==> config.mk <==
export PLATFORM = sky130hd
export DESIGN_NAME = hid_report_arbiter
export DESIGN_NICKNAME = d
export VERILOG_FILES = /design/src/rtl/hid_arb_pkg.sv /design/src/rtl/hid_report_slot.sv /design/src/rtl/hid_report_arbiter.sv
export SDC_FILE = /design/constraint.sdc
export NUM_CORES = 1
export LEC_CHECK = 0
export CORE_ASPECT_RATIO = 0.6
export CORE_MARGIN = 1
export CORE_UTILIZATION = 30
export CTS_BUF_LIST = sky130_fd_sc_hd__clkbuf_4
export DETAILED_ROUTE_END_ITERATION = 8
export PLACE_DENSITY = 0.64
export SYNTH_ARGS = -nofsm -noshare
export SYNTH_HDL_FRONTEND = slang
export SYNTH_SLANG_ARGS = --single-unit
==> constraint.sdc <==
create_clock -name clk -period 2.8 [get_ports clk]
set_input_delay 0.56 -clock clk [delete_from_list [all_inputs] [get_ports clk]]
set_output_delay 0.56 -clock clk [all_outputs]
set_load 0.02 [all_outputs]
==> src/rtl/hid_arb_pkg.sv <==
// Shared types and helpers for the HID report arbiter.
package hid_arb_pkg;

  localparam int HID_MAX_PORTS    = 4;
  localparam int HID_REPORT_BYTES = 8;
  localparam int HID_W            = HID_REPORT_BYTES * 8;
  localparam int HID_PORT_BITS    = 1;

  typedef enum logic [0:0] {
    ST_IDLE  = 1'b0,
    ST_OFFER = 1'b1
  } arb_state_e;

  // Round-robin pick: first pending port after 'last', wrapping at nports.
  // Returns {found, index}. Vectors are sized for the largest supported
  // port count; unused upper bits must be zero.
  function automatic logic [2:0] rr_next(input logic [HID_MAX_PORTS-1:0] pend,
                                         input logic [1:0] last,
                                         input int nports);
    logic [2:0] r;
    logic       found;
    int         idx;
    r     = '0;
    found = 1'b0;
    for (int i = 1; i <= HID_MAX_PORTS; i++) begin
      if (i <= nports && !found) begin
        idx = (int'(last) + i) % nports;
        if (pend[idx[1:0]]) begin
          found = 1'b1;
          r     = {1'b1, idx[1:0]};
        end
      end
    end
    return r;
  endfunction

endpackage

==> src/rtl/hid_report_slot.sv <==
// One-entry holding slot for a single HID port: newest-wins capture,
// optional duplicate filtering against the last granted report, and
// saturating overwrite accounting.
module hid_report_slot #(
  parameter int W         = 64,
  parameter bit FILTER    = 1'b1,
  parameter int DROP_BITS = 8
) (
  input  logic                 clk,
  input  logic                 rst,
  input  logic                 in_valid_i,
  input  logic [W-1:0]         in_report_i,
  input  logic                 grant_i,
  output logic                 pending_o,
  output logic [W-1:0]         data_o,
  output logic                 drop_pulse_o,
  output logic [DROP_BITS-1:0] drop_count_o
);

  logic                 pending_q, pending_d;
  logic [W-1:0]         data_q;
  logic [W-1:0]         last_sent_q;
  logic                 seen_q;
  logic                 drop_pulse_q;
  logic [DROP_BITS-1:0] drop_count_q;

  logic is_dup, take, drop;

  // Filter against the pre-edge last_sent, so a same-cycle grant does not
  // influence whether the incoming report is a duplicate.
  always_comb begin
    is_dup    = FILTER && seen_q && (in_report_i == last_sent_q);
    take      = in_valid_i && !is_dup;
    drop      = take && pending_q && !grant_i;
    pending_d = pending_q;
    if (take)         pending_d = 1'b1;
    else if (grant_i) pending_d = 1'b0;
  end

  // Slot state, last-granted copy and drop accounting.
  always_ff @(posedge clk) begin
    if (rst) begin
      pending_q    <= 1'b0;
      data_q       <= '0;
      last_sent_q  <= '0;
      seen_q       <= 1'b0;
      drop_pulse_q <= 1'b0;
      drop_count_q <= '0;
    end else begin
      pending_q    <= pending_d;
      drop_pulse_q <= drop;
      if (take) data_q <= in_report_i;
      if (grant_i) begin
        last_sent_q <= data_q;
        seen_q      <= 1'b1;
      end
      if (drop && !(&drop_count_q)) drop_count_q <= drop_count_q + 1'b1;
    end
  end

  assign pending_o    = pending_q;
  assign data_o       = data_q;
  assign drop_pulse_o = drop_pulse_q;
  assign drop_count_o = drop_count_q;

endmodule

==> src/rtl/hid_report_arbiter.sv <==
// Round-robin arbiter sharing one report sink between several HID hosts.
// Each port has a holding slot; one report at a time is offered on a
// valid/ready interface and accepted reports land in a per-port display.
module hid_report_arbiter
  import hid_arb_pkg::*;
#(
  parameter int  C_ports        = 2,
  parameter int  C_report_bytes = HID_REPORT_BYTES,
  parameter int  C_filter_dup   = 1,
  parameter int  C_drop_bits    = 8,
  localparam int W              = C_report_bytes * 8,
  localparam int PORT_BITS      = (C_ports > 1) ? $clog2(C_ports) : 1
) (
  input  logic                           clk,
  input  logic                           rst,
  input  logic [C_ports-1:0]             in_valid,
  input  logic [C_ports*W-1:0]           in_report,
  output logic                           out_valid,
  input  logic                           out_ready,
  output logic [PORT_BITS-1:0]           out_port,
  output logic [W-1:0]                   out_report,
  output logic [C_ports*W-1:0]           display,
  output logic [C_ports-1:0]             drop_pulse,
  output logic [C_ports*C_drop_bits-1:0] drop_count
);

  arb_state_e                  state_q, state_d;
  logic                        out_valid_q;
  logic [PORT_BITS-1:0]        out_port_q;
  logic [W-1:0]                out_report_q;
  logic [PORT_BITS-1:0]        last_grant_q;
  logic [C_ports-1:0][W-1:0]   display_q;

  logic [C_ports-1:0]          slot_pending;
  logic [C_ports-1:0][W-1:0]   slot_data;
  logic [C_ports-1:0]          grant;
  logic [HID_MAX_PORTS-1:0]    pend4;
  logic [2:0]                  nxt;
  logic [PORT_BITS-1:0]        gnt_port;

  for (genvar p = 0; p < C_ports; p++) begin : g_slot
    hid_report_slot #(
      .W         (W),
      .FILTER    (C_filter_dup != 0),
      .DROP_BITS (C_drop_bits)
    ) u_slot (
      .clk          (clk),
      .rst          (rst),
      .in_valid_i   (in_valid[p]),
      .in_report_i  (in_report[p*W +: W]),
      .grant_i      (grant[p]),
      .pending_o    (slot_pending[p]),
      .data_o       (slot_data[p]),
      .drop_pulse_o (drop_pulse[p]),
      .drop_count_o (drop_count[p*C_drop_bits +: C_drop_bits])
    );
  end

  // Pick the next pending port and decide the FSM transition.
  always_comb begin
    pend4                = '0;
    pend4[C_ports-1:0]   = slot_pending;
    nxt                  = rr_next(pend4, 2'(last_grant_q), C_ports);
    gnt_port             = PORT_BITS'(nxt[1:0]);
    for (int p = 0; p < C_ports; p++)
      grant[p] = (state_q == ST_IDLE) && nxt[2] && (nxt[1:0] == 2'(p));
    state_d = state_q;
    case (state_q)
      ST_IDLE:  if (nxt[2])    state_d = ST_OFFER;
      ST_OFFER: if (out_ready) state_d = ST_IDLE;
      default:                 state_d = ST_IDLE;
    endcase
  end

  // Output offer registers, grant pointer and display capture.
  always_ff @(posedge clk) begin
    if (rst) begin
      state_q      <= ST_IDLE;
      out_valid_q  <= 1'b0;
      out_port_q   <= '0;
      out_report_q <= '0;
      last_grant_q <= PORT_BITS'(C_ports - 1);
      display_q    <= '0;
    end else begin
      state_q <= state_d;
      case (state_q)
        ST_IDLE: begin
          if (nxt[2]) begin
            out_report_q <= slot_data[gnt_port];
            out_port_q   <= gnt_port;
            out_valid_q  <= 1'b1;
            last_grant_q <= gnt_port;
          end
        end
        ST_OFFER: begin
          if (out_ready) begin
            display_q[out_port_q] <= out_report_q;
            out_valid_q           <= 1'b0;
          end
        end
        default: out_valid_q <= 1'b0;
      endcase
    end
  end

  assign out_valid  = out_valid_q;
  assign out_port   = out_port_q;
  assign out_report = out_report_q;
  assign display    = display_q;

endmodule

==> results.md <==
* Status: finished clean
* Area leader, netlist: dfxtp_1
* Psw at 4.028 mW
* Post-synth top flop: dfxtp_1
* Cell Int Power at 10.45 mW
* Crit path max fanout at 22
* Synthesized flop and latch total at 474
* Latest clock arrival within the worst-skew pair at ~0.90 ns
* Worst-Margin Slew at 0.8859 ns
* Hold WC Path Type: in2reg
* Reg clk slew, reported paths at 0.07 ns
* HPWL Detailed at 51.14 mm
* Final ANT Viol Nets at 0
* GR Layer Usage met3 at 0.09376
* Count leader, synth: nand2_1
* Synth warn at 0
* CTS tree: done
* Vias in the first global route at 15,930
* Post-route insts no fill at 3,384
* Max Slew Vio Count at 0
* Max-slew headroom at 0.4094
* Critical-path top delay cell: or4_1
* Pwr Density at 597.4 mW/mm2
* Pleak at between 8 and 9 nW
* Core area at 0.05828 mm2
* Synth top area cells: dfxtp_1, nand2_1, a21oi_1
* CTS Buffer Depth at 3
* CP Data Required Time at roughly 3.6 ns
* Cell count after synthesis at 2,084
* Post-synthesis sequential area ratio at 0.5292
* Critical path arrival at 3.45 ns
* Residual DRC at 0
* Initial antenna violation count at 32
* Die W at 317.6 um
* Cts bufs inserted at roughly 110
* DR vias/cell at 4.913
* Ys async rst share at 0
* Largest net degree at the start of global routing at 161
* RSZ-0062 raised after global routing: false
* Syn-to-layout area delta at 35.13%
* Nets at 2,638
* Syn avg cell area at 8.605 um2
* Initial Util at 0.3077
* CTS sink cnt at 474
* Layout cells sized above 1 at 0.1136
* Fillers at ~5,800
* Startpoint Class: register
* Die Span Y at 191.4 um
* Synthesized area at 0.01793 mm2
* I/O pins at 345
* M1 GR Usage at 0.2961
* H-tree depth at 3
* DRT Wirelength at 68.50 mm
* Max Cap Viol at 0
* Vias at 16,630
* Share of the synthesized area in the top cell type at 0.5292
* Critical path class: reg2reg
* Net Sw Frac at 0.2783
* Routability cong. at 0.8500
* First-pass GRT wire length at 99.44 mm
* Placed cell areas at 0.02265 mm2
* Area of the die at 0.06079 mm2
* CTS root buf: clkbuf_4
* # rows at 68
* Synth top cells by count: nand2_1, dfxtp_1, a21oi_1
* Met2 GRT Util at 0.3160
* Clk_skew at 0.06091 ns
* CP Cell Sequence: nand2b_1 -> o2111ai_2 -> or4_1 -> or4_4 -> o21ai_4 -> buf_12 -> buf_16 -> mux2i_2 -> nor2_1
* Sequential power share at 0.494
* Pwr Total at 14.48 mW
* Design area at roughly 0.024 mm2
* Inst Count DP at 3,154
* IO Port Bufs at approximately 340
* GR peak layer: met2
* Minimum clock period at 2.687 ns
* Gr usage total at 0.2196
* Peak supply drop at 250.3 uV
* Max Clk Rate at between 0.3 and 0.4 GHz
* Combinational power share at 0.107
* Hold Vio Cnt, Final at 0
* Remaining Overflow, GRT at 0
* Initial DRC count at roughly 1,300
* Final setup violation count at 0
* WL per Instance at 20.24 um
* Final period util at 0.9596
* Distinct cells, synth at 58
* CP endpoint kind: register
* Max incr delay on CP at 0.55 ns
* EDFF count, synth at 0
* Syn nets at about 2,200
* Clock network power share at 0.399
* Drt pass-1 iters at 5
==> state kept, by name, summed over array words and instances (netlist names) <==
register / flops
last_grant_q: 1
out_port: 1
g_slot.u_slot.seen_q: 2
out_valid: 1
state_q: 1
g_slot.u_slot.drop_count_o: 16
out_report: 64
display: 128
g_slot.u_slot.data_o: 128
g_slot.u_slot.pending_o: 2
g_slot.u_slot.drop_pulse_o: 2
g_slot.u_slot.last_sent_q: 128
==> cell families (layout without fill, tap and decap cells) <==
family | after synthesis | after routing | synth area share
AND/OR/NAND/NOR | 843 | 843 | 0.1933
flip-flops | 474 | 474 | 0.5292
AO/OA/AOI/OAI | 382 | 382 | 0.1210
buffers and inverters | 164 | 676 | 0.03865
multiplexers | 131 | 131 | 0.07347
XOR/XNOR | 88 | 88 | 0.04298
adder cells (fa/ha/maj) | 2 | 2 | 0.001395
other | 0 | 18 | 0
==> power by group through the flow <==
stage	Sequential, mW	Combinational (mW)	Clock (mW)
final	7.15	1.55	5.78
after global routing	7.18	1.65	6.30
after CTS	7.15	1.53	5.92
after detailed placement	7.30	1.53	0
after global placement	7.29	1.50	0
after floorplan	7.30	0.719	0
==> worst paths after layout <==
path	from	endpoint	slack [ns]	depth (start not counted)
worst max-delay path	g_slot[1].u_slot.last_sent_q[10]$_SDFFE_PP0P_	g_slot[1].u_slot.data_o[18]$_SDFFE_PP0P_	0.11	9
worst min-delay path	in_report[99]	g_slot[1].u_slot.data_o[35]$_SDFFE_PP0P_	0.32	3
worst max register to register	g_slot[1].u_slot.last_sent_q[10]$_SDFFE_PP0P_	g_slot[1].u_slot.data_o[18]$_SDFFE_PP0P_	0.11	9
worst min register to register	display[125]$_SDFFE_PP0P_	display[125]$_SDFFE_PP0P_	0.45	2
==> cell usage in the layout, fill, tap and decap left out, types with 5 or more instances in the layout <==
master,count
diode_2,18
o2111ai_1,8
xor2_1,27
nand2_1,589
mux2i_1,128
clkbuf_4,166
a21oi_1,268
clkdlybuf4s50_1,343
nor3_1,5
clkinv_2,6
nor4_1,12
clkinv_1,31
xnor2_1,61
nand4_1,19
buf_4,76
nand2b_1,27
dfxtp_1,473
a31oi_1,64
inv_1,30
nand3_1,8
nor2_1,136
buf_12,13
or4_1,6
nor2b_1,18
==> cell type report <==
cell class                      count  area (um2)  area share
Timing Repair Buffer              437        4353      0.1796
Multi-Input combinational cell   1446        7812      0.3224
Inverter                           30       112.6    0.004647
Sequential cell                   474        9490      0.3916
Antenna cell                       18       45.04    0.001859
Tap cell                          770       963.4     0.03976
Clock inverter                     43       209.0    0.008623
Clock buffer                      166        1246     0.05143
==> critical path: cells and delay by family (launching register included) <==
family	cells	cell delay, ns
AND/OR/NAND/NOR	4	1.24
flip-flops	1	0.35
buffers and inverters	2	0.35
AO/OA/AOI/OAI	2	0.34
multiplexers	1	0.24
==> what timing repair did <==
item / 4_1_cts / 5_1_grt
hold buffers: 1 / 0
hold endpoints to repair: 13 / 0
pin swaps: 0 / 2
setup endpoints to repair: 55 / 45
cloned: 0 / 1
resized for setup: 3 / 4
setup buffers: 0 / 1
==> metrics by stage <==
stage / utilization / setup slack (ns) / hold slack (ns) / setup TNS [ns]
final: 0.4158 / 0.1132 / 0.3179 / 0
after global routing: 0.4153 / 0.003934 / 0.2371 / 0
after CTS: 0.4139 / 0.005430 / 0.2267 / 0
after detailed placement: 0.3886 / -0.7689 / 0.4476 / -78.81
after global placement: 0.3886 / -0.6913 / 0.4415 / -71.14
after floorplan: - / 0.1340 / 0.4363 / 0
==> per-layer routing <==
metal / up-vias / part of all wire
li1: 7913 / -
met1: 8021 / 0.46
met2: 562 / 0.42
met3: 109 / 0.11
met4: 22 / 0.018
met5: - / 0.0020
Power figures use the tool's default switching activity.
